[src/rtl/iomem_timer.sv]
// Purpose : iomem-bus target holding a prescaled 32-bit down counter with reload and a level irq.
// Latency : a request is accepted on the edge it is seen in IDLE; ready/rdata are registered for one cycle.
// Backpressure: none. One transaction every two cycles; off-page addresses are never acknowledged.
//
// Ports:
//   clk, reset                       - single clock, async active-high reset
//   iomem_valid/wstrb/addr/wdata     - request from the initiator (wstrb==0 is a read)
//   iomem_ready/iomem_rdata          - one-cycle acknowledge, read data valid only with ready
//   irq                              - registered expired & irq_en
module iomem_timer #(
    parameter logic [31:0] BASE_ADDR = 32'h0300_0000
) (
    input  logic        clk,
    input  logic        reset,
    input  logic        iomem_valid,
    input  logic [3:0]  iomem_wstrb,
    input  logic [31:0] iomem_addr,
    input  logic [31:0] iomem_wdata,
    output logic        iomem_ready,
    output logic [31:0] iomem_rdata,
    output logic        irq
);

    typedef enum logic {S_IDLE, S_ACK} state_t;

    state_t      state_q;
    logic        ready_q;
    logic [31:0] rdata_q;

    logic [2:0]  ctrl_q,     ctrl_d;      // {irq_en, auto, en}
    logic [31:0] load_q,     load_d;
    logic [31:0] count_q,    count_d;
    logic        expired_q,  expired_d;
    logic [15:0] prescale_q, prescale_d;
    logic [15:0] pcnt_q,     pcnt_d;
    logic        irq_q,      irq_d;

    logic        hit, accept, wr, tick, expire_set;
    logic [5:0]  off;
    logic [31:0] rd_mux, rdata_d;

    // Byte lanes [1:0] of the address carry no information for word registers.
    logic unused_addr_bits;
    assign unused_addr_bits = ^iomem_addr[1:0];

    function automatic logic [31:0] byte_merge(input logic [31:0] cur,
                                               input logic [31:0] nxt,
                                               input logic [3:0]  strb);
        logic [31:0] res;
        for (int i = 0; i < 4; i++) begin
            res[8*i +: 8] = strb[i] ? nxt[8*i +: 8] : cur[8*i +: 8];
        end
        return res;
    endfunction

    always_comb begin
        hit    = (iomem_addr[31:8] == BASE_ADDR[31:8]);
        accept = (state_q == S_IDLE) && iomem_valid && hit;
        wr     = accept && (iomem_wstrb != 4'b0000);
        off    = iomem_addr[7:2];
        tick   = ctrl_q[0] && (pcnt_q == prescale_q);

        // Read mux sees pre-update state, so reads never observe a same-edge tick.
        case (off)
            6'h00:   rd_mux = {29'b0, ctrl_q};
            6'h01:   rd_mux = load_q;
            6'h02:   rd_mux = count_q;
            6'h03:   rd_mux = {31'b0, expired_q};
            6'h04:   rd_mux = {16'b0, prescale_q};
            default: rd_mux = 32'b0;
        endcase
        rdata_d = (accept && !wr) ? rd_mux : 32'b0;

        ctrl_d     = ctrl_q;
        load_d     = load_q;
        count_d    = count_q;
        expired_d  = expired_q;
        prescale_d = prescale_q;
        expire_set = 1'b0;

        // Prescaler wraps on tick and is parked at 0 while disabled.
        pcnt_d = (ctrl_q[0] && !tick) ? pcnt_q + 16'd1 : 16'd0;

        if (tick) begin
            if (count_q != 32'd0) begin
                count_d = count_q - 32'd1;
            end else begin
                expire_set = 1'b1;
                if (ctrl_q[1]) begin
                    count_d = load_q;
                end else begin
                    ctrl_d[0] = 1'b0;
                end
            end
        end

        // Bus writes are applied after hardware updates so they win on collision.
        if (wr) begin
            case (off)
                6'h00: if (iomem_wstrb[0]) ctrl_d = iomem_wdata[2:0];
                6'h01: load_d  = byte_merge(load_q,  iomem_wdata, iomem_wstrb);
                6'h02: count_d = byte_merge(count_q, iomem_wdata, iomem_wstrb);
                6'h03: if (iomem_wstrb[0] && iomem_wdata[0]) expired_d = 1'b0;
                6'h04: begin
                    if (iomem_wstrb[0]) prescale_d[7:0]  = iomem_wdata[7:0];
                    if (iomem_wstrb[1]) prescale_d[15:8] = iomem_wdata[15:8];
                end
                default: ;
            endcase
        end

        // Hardware expiry outranks a software clear on the same edge.
        if (expire_set) begin
            expired_d = 1'b1;
        end

        irq_d = expired_q & ctrl_q[2];
    end

    // Bus FSM with registered ready/rdata.
    always_ff @(posedge clk or posedge reset) begin
        if (reset) begin
            state_q <= S_IDLE;
            ready_q <= 1'b0;
            rdata_q <= 32'b0;
        end else begin
            case (state_q)
                S_IDLE:  if (accept) state_q <= S_ACK;
                S_ACK:   state_q <= S_IDLE;
                default: state_q <= S_IDLE;
            endcase
            ready_q <= accept;
            rdata_q <= rdata_d;
        end
    end

    always_ff @(posedge clk or posedge reset) begin
        if (reset) begin
            ctrl_q     <= 3'b0;
            load_q     <= 32'b0;
            count_q    <= 32'b0;
            expired_q  <= 1'b0;
            prescale_q <= 16'b0;
            pcnt_q     <= 16'b0;
            irq_q      <= 1'b0;
        end else begin
            ctrl_q     <= ctrl_d;
            load_q     <= load_d;
            count_q    <= count_d;
            expired_q  <= expired_d;
            prescale_q <= prescale_d;
            pcnt_q     <= pcnt_d;
            irq_q      <= irq_d;
        end
    end

    assign iomem_ready = ready_q;
    assign iomem_rdata = rdata_q;
    assign irq         = irq_q;

endmodule

[config.mk]
export PLATFORM = sky130hd
export DESIGN_NAME = iomem_timer
export DESIGN_NICKNAME = d
export VERILOG_FILES = /design/src/rtl/iomem_timer.sv
export SDC_FILE = /design/constraint.sdc
export NUM_CORES = 1
export LEC_CHECK = 0
export ABC_AREA = 1
export CAP_MARGIN = 15
export CORE_MARGIN = 2
export CORE_UTILIZATION = 58
export DETAILED_ROUTE_END_ITERATION = 7
export DONT_BUFFER_PORTS = 1
export GPL_ROUTABILITY_DRIVEN = 0
export PLACE_DENSITY_LB_ADDON = 0.25
export REMOVE_ABC_BUFFERS = 1
export SYNTH_ARGS = -nofsm -noshare
export SYNTH_HDL_FRONTEND = slang
export SYNTH_SLANG_ARGS = --single-unit
[constraint.sdc]
create_clock -name clk -period 10.09 [get_ports clk]
set_clock_uncertainty 0.1 [all_clocks]
set_input_delay 0.5045 -clock clk [delete_from_list [all_inputs] [get_ports clk]]
set_output_delay 0.5045 -clock clk [all_outputs]
set_load 0.005 [all_outputs]
# Yosys cells after proc, flatten, opt, wreduce, memory -nomap -nowiden
# Cells that the tools add are included.
op_classes:
  n_addsub: 2
  n_eq_ne: 10
  mux: 26
  bitwise: 2
  reduce_logical: 23
ops:
  columns: ["op", "count"]
  rows:
  - ["two-way mux 32 bit", 6]
  - ["case mux 32 bit (5 select lines)", 1]
  - ["two-way mux 8 bit", 4]
  - ["nonzero test 32 bit", 1]
  - ["subtractor 32 x 1 -> 32 bit (second input constant)", 1]
  - ["equality test 24 x 18 -> 1 bit (second input constant)", 1]
  - ["AND reduction 3 bit", 8]
  - ["adder 16 x 1 -> 16 bit (second input constant)", 1]
  - ["equality test 16 bit", 1]
  - ["two-way mux 16 bit", 1]
  - ["two-way mux 1 bit", 13]
  - ["equality test 6 x 2 -> 1 bit (second input constant)", 2]
  - ["!= test 3 bit (second input constant)", 4]
  - ["logical AND 1 bit", 7]
  - ["equality test 6 x 1 -> 1 bit (second input constant)", 1]
  - ["equality test 6 x 3 -> 1 bit (second input constant)", 1]
  - ["zero test 6 bit", 1]
  - ["nonzero test 2 bit", 3]
  - ["nonzero test 4 bit", 1]
  - ["zero test 1 bit", 2]
  - ["case mux 1 bit (2 select lines)", 1]
  - ["bitwise AND 1 bit", 1]
  - ["inverter 1 bit", 1]
word_totals:
  register_bits: 135
  in_bits: 71
  out_inout_bits: 34
  elab_cells: 81

# Depth between registers and ports, before layout
depth:
  ltp_word: 7
  mapped_depth: 14
  ltp_nobuf: 14

# Worst setup path before layout
# No wires, ideal clock.
synth_timing:
  path_type: "input to register"
  startpoint: "input port iomem_addr[10]"
  endpoint: "register load_q[16]"
  setup_ns: 0.117
  t_arrival_ns: 1.790
  required_ns: 9.873
  slack_ns: 8.083
  path_stages: 8
  n_path_buf: 1
  path_cell_list: "inv_1 -> nand4_1 -> nand3b_2 -> nor3_4 -> nand3_2 -> buf_6 -> nand2_1 -> o21ai_2"
synth_between:
  elab_chain_cells: 4
synth_lines:
  columns: ["element", "line_no", "text"]
  rows:
  - ["start, declared", "17", "input logic [31:0] iomem_addr,"]
  - ["equality test 24 x 18 -> 1 bit", "57", "hit = (iomem_addr[31:8] == BASE_ADDR[31:8]);"]
  - ["logical AND 1 bit", "58", "accept = (state_q == S_IDLE) && iomem_valid && hit;"]
  - ["logical AND 1 bit", "59", "wr = accept && (iomem_wstrb != 4'b0000);"]
  - ["AND reduction 3 bit (no line)", null, null]
  - ["end signal, assigned", "148", "load_q <= load_d;"]
  - ["end, declared", "31", "logic [31:0] load_q, load_d;"]
# No other way between the ends.
# A chain may end at the register's enable or synchronous reset.

# Worst setup path after layout
layout_timing:
  startpoint: "register state_q"
  endpoint: "register count_q[19]"
layout_between:
  elab_chain_cells: 5
  word_cells_on_any_way: 6
  classes_between: "1 x eq/ne; 1 x mux; 1 x bitwise; 3 x reduce/logical"
layout_lines:
  columns: ["element", "line_no", "text"]
  rows:
  - ["start, declared", "26", "state_t state_q;"]
  - ["start signal, assigned", "123", "state_q <= S_IDLE;"]
  - ["start signal, assigned", "128", "S_IDLE: if (accept) state_q <= S_ACK;"]
  - ["start signal, assigned", "129", "S_ACK: state_q <= S_IDLE;"]
  - ["inverter 1 bit (*)", null, null]
  - ["logical AND 1 bit (*) (2 in a row)", "58", null]
  - ["logical AND 1 bit (*)", "59", null]
  - ["!= test 3 bit (no line) or two-way mux 32 bit (tied branches)", null, null]
  - ["end signal, assigned", "149", "count_q <= count_d;"]
  - ["end, declared", "32", "logic [31:0] count_q, count_d;"]
# Mark *: on every way between the ends. The rest lies on a longest branch, timed or not.

==> results.cfg <==
[placement]
dp_slack_ns = 6.57
io_buffers = 0
dpl.cell_count = 1414
place_hpwl_mm = 14.7

[logic_synthesis]
yosys_warnings = 0
ys_ff_latch = 135
ys.flop_type = dfrtp_1
yosysMostFrequentCell = nand2_1
synthCells = 1265
synthesis.area_sq_um = 8420
avgSynthCellArea_sq_um = 6.65
ys_seq_area_share_pct = 40.1
synth-edff-count = 0
synth_top_area_cell = dfrtp_1
synthTopCellsByCount = 479 x nand2_1, 183 x nor2_1, 135 x dfrtp_1
ys_types = 33
synth_area_leaders = dfrtp_1 40%, nand2_1 21%, nor2_1 8.2%
synth_top_area_share_pct = 40.1
synthArstFlopShare_pct = 100

[setup_path]
slowest_delay_ns = 0.86
path_depth = 9
crit_family = simple AND/OR/NAND/NOR gates
worstPathMaxFanout = 16
worstSetupPathType = reg -> reg
worstPathRequired_ns = 10.36
crit_top_cell = nor2_1
cp_slowest_cell = nor2_1
path_cells = nor2_1, nand3_1, nor2_1, nand4_1, nor2_1, inv_1, nor2_1, nand2_1, nand2_1
worstReg2RegEnd = count_q[19]
reg2reg_slack_ns = 6.82
worstPathArrival_ns = 3.55
end_kind = register
worst_r2r_startpoint = state_q
worst_setup_path_start_kind = register
path_buf_inv = 1
ff2ff_path_depth = 9
startpoint = state_q

[clock_tree]
post_cts_resized = 0
htree_num_levels = 4
cts_tree = yes
numCtsBuffers = 17
clock_sinks = 135
clock_latency_ns = 0.44
clk_pin_slew_ns = 0.06
cts.root.buffer_cell = clkbuf_16
ctsLongestPathBuffers = 2

[global_routing]
grt_max_degree = 74
grt_first_pass_wirelength_mm = 36.3
antenna_found_initial = 0
grt_overflow = 0
grt_pass1_vias = 7376
track_usage_pct = 28.8

[min_path]
min_from = iomem_wdata[22]
hp-class = in -> reg
min_path_cells = 2
holdPathEnd = load_q[22]

[power]
finalPower_mw = 1.24
vdd_drop_max_mv = 0.122
power_leakage_nw = 4.39
cellPowerDensity_nw_per_um2 = 136

[timing]
finalSetupViolations = 0
rsz0062_at_grt = no
max_freq_mhz = 306
slew_viol_final = 0
tns_ns = 0
hold_ws_ns = 0.104
hold_viol_final = 0
tightest_slew_ns = 1.11
fin_crit_sh_pct = 32.4
setup_slack_ns = 6.82
slew_headroom_pct = 25.4
finalCriticalPeriod_ns = 3.27

[final_layout]
area_delta_synth_final_pct = 8.12
final_nets = 1324
multi_input_area_sq_um = 4370
antenna_cells = 0
final.fill_count = 1294
drive_gt1_share_pct = 6.02
seqCellArea_sq_um = 3380
final_cells = 1447

[detailed_routing]
vias = 7969
first_pass_iters = 6
wl_mm = 21.8
routedWlPerCell_um = 15.1
dr.first_iter.drc_count = 680
postRouteAntennaNets = 0
drc = 0
avgViaCountPerCell = 5.51

[run_status]
outcome = finished clean

[floorplan]
start_util_pct = 58.6
die_area_sq_um = 15500
die_w_um = 124
chipHeight_um = 124
core_area_sq_um = 14400
row_count = 44
ios = 105

[flow_run]
maxCapViolations = 0
==> report_power, final <==
group	internal [mW]	switching [mW]
sequential	0.544	0.00391
combinational	0.00999	0.0328
clock	0.398	0.253
total	0.952	0.290
==> worst reg2reg max path: stages, from the launching register on <==
cell	delay [ns]
dfrtp_1	0.37
nor2_1	0.20
nand3_1	0.10
nor2_1	0.12
nand4_1	0.14
nor2_1	0.86
inv_1	0.62
nor2_1	0.52
nand2_1	0.10
nand2_1	0.08
==> sequential cells by signal (all words and copies together) (netlist names) <==
signal	flops
count_q	32
ctrl_q	3
expired_q	1
iomem_rdata	32
iomem_ready	1
irq	1
load_q	32
pcnt_q	16
prescale_q	16
state_q	1
==> cells in the final DEF (no fill, tap or decap), drive strengths merged, types with 2 or more instances in the layout <==
master	instances
a21oi	42
a31oi	13
a41oi	2
buf	5
bufinv	3
clkbuf	19
clkinv	5
clkinvlp	3
dfrtp	135
ha	3
inv	125
nand2	479
nand3	38
nand4	21
nor2	191
nor3	13
o21ai	131
xnor2	2
xor2	28
==> cell type report <==
type                            count  area share [%]
Multi-Input combinational cell    967            48.0
Sequential cell                   135            37.1
Inverter                          123            5.13
Clock buffer                       19            4.87
Tap cell                          184            2.53
Clock inverter                     13            1.87
Timing Repair Buffer                6           0.522
==> cells by family (layout without fill, tap and decap cells) <==
group | after synthesis | count (layout) | synth area share [%]
and+or+nand+nor | 744 | 744 | 35.8
AOI/OAI and AO/OA | 190 | 190 | 12.5
buffers and inverters | 163 | 161 | 8.01
DFF | 135 | 135 | 40.1
xor gates and xnor gates | 30 | 30 | 3.12
adders and majority gates | 3 | 3 | 0.446
==> through the flow <==
step	utilization, %	area (sq um)
finish	63.3	9100
CTS	63.3	9100
detailed placement	59.0	8480
floorplan	-	8210
global route	63.3	9100
global placement	59.0	8480
==> worst max-delay path by stage <==
stage / slack (ns) / end
finish: 6.82 / count_q[19]
global route: 6.63 / count_q[18]
CTS: 6.86 / count_q[19]
detailed placement: 6.57 / count_q[19]
global placement: 6.64 / count_q[21]
floorplan: 5.87 / count_q[0]
==> metal layers <==
metal,wire [um],vias up,global-route usage (%)
met2,9940,295,44.5
met5,0,-,0
met4,357,0,9.58
met3,1560,33,6.23
li1,-,3950,-
met1,9990,3691,40.4
==> timing repair <==
item | CTS | global route
endpoints found under the hold margin | 62 | 0
setup buffers | 0 | 0
hold buffers | 1 | 0
Power figures use the tool's default switching activity.
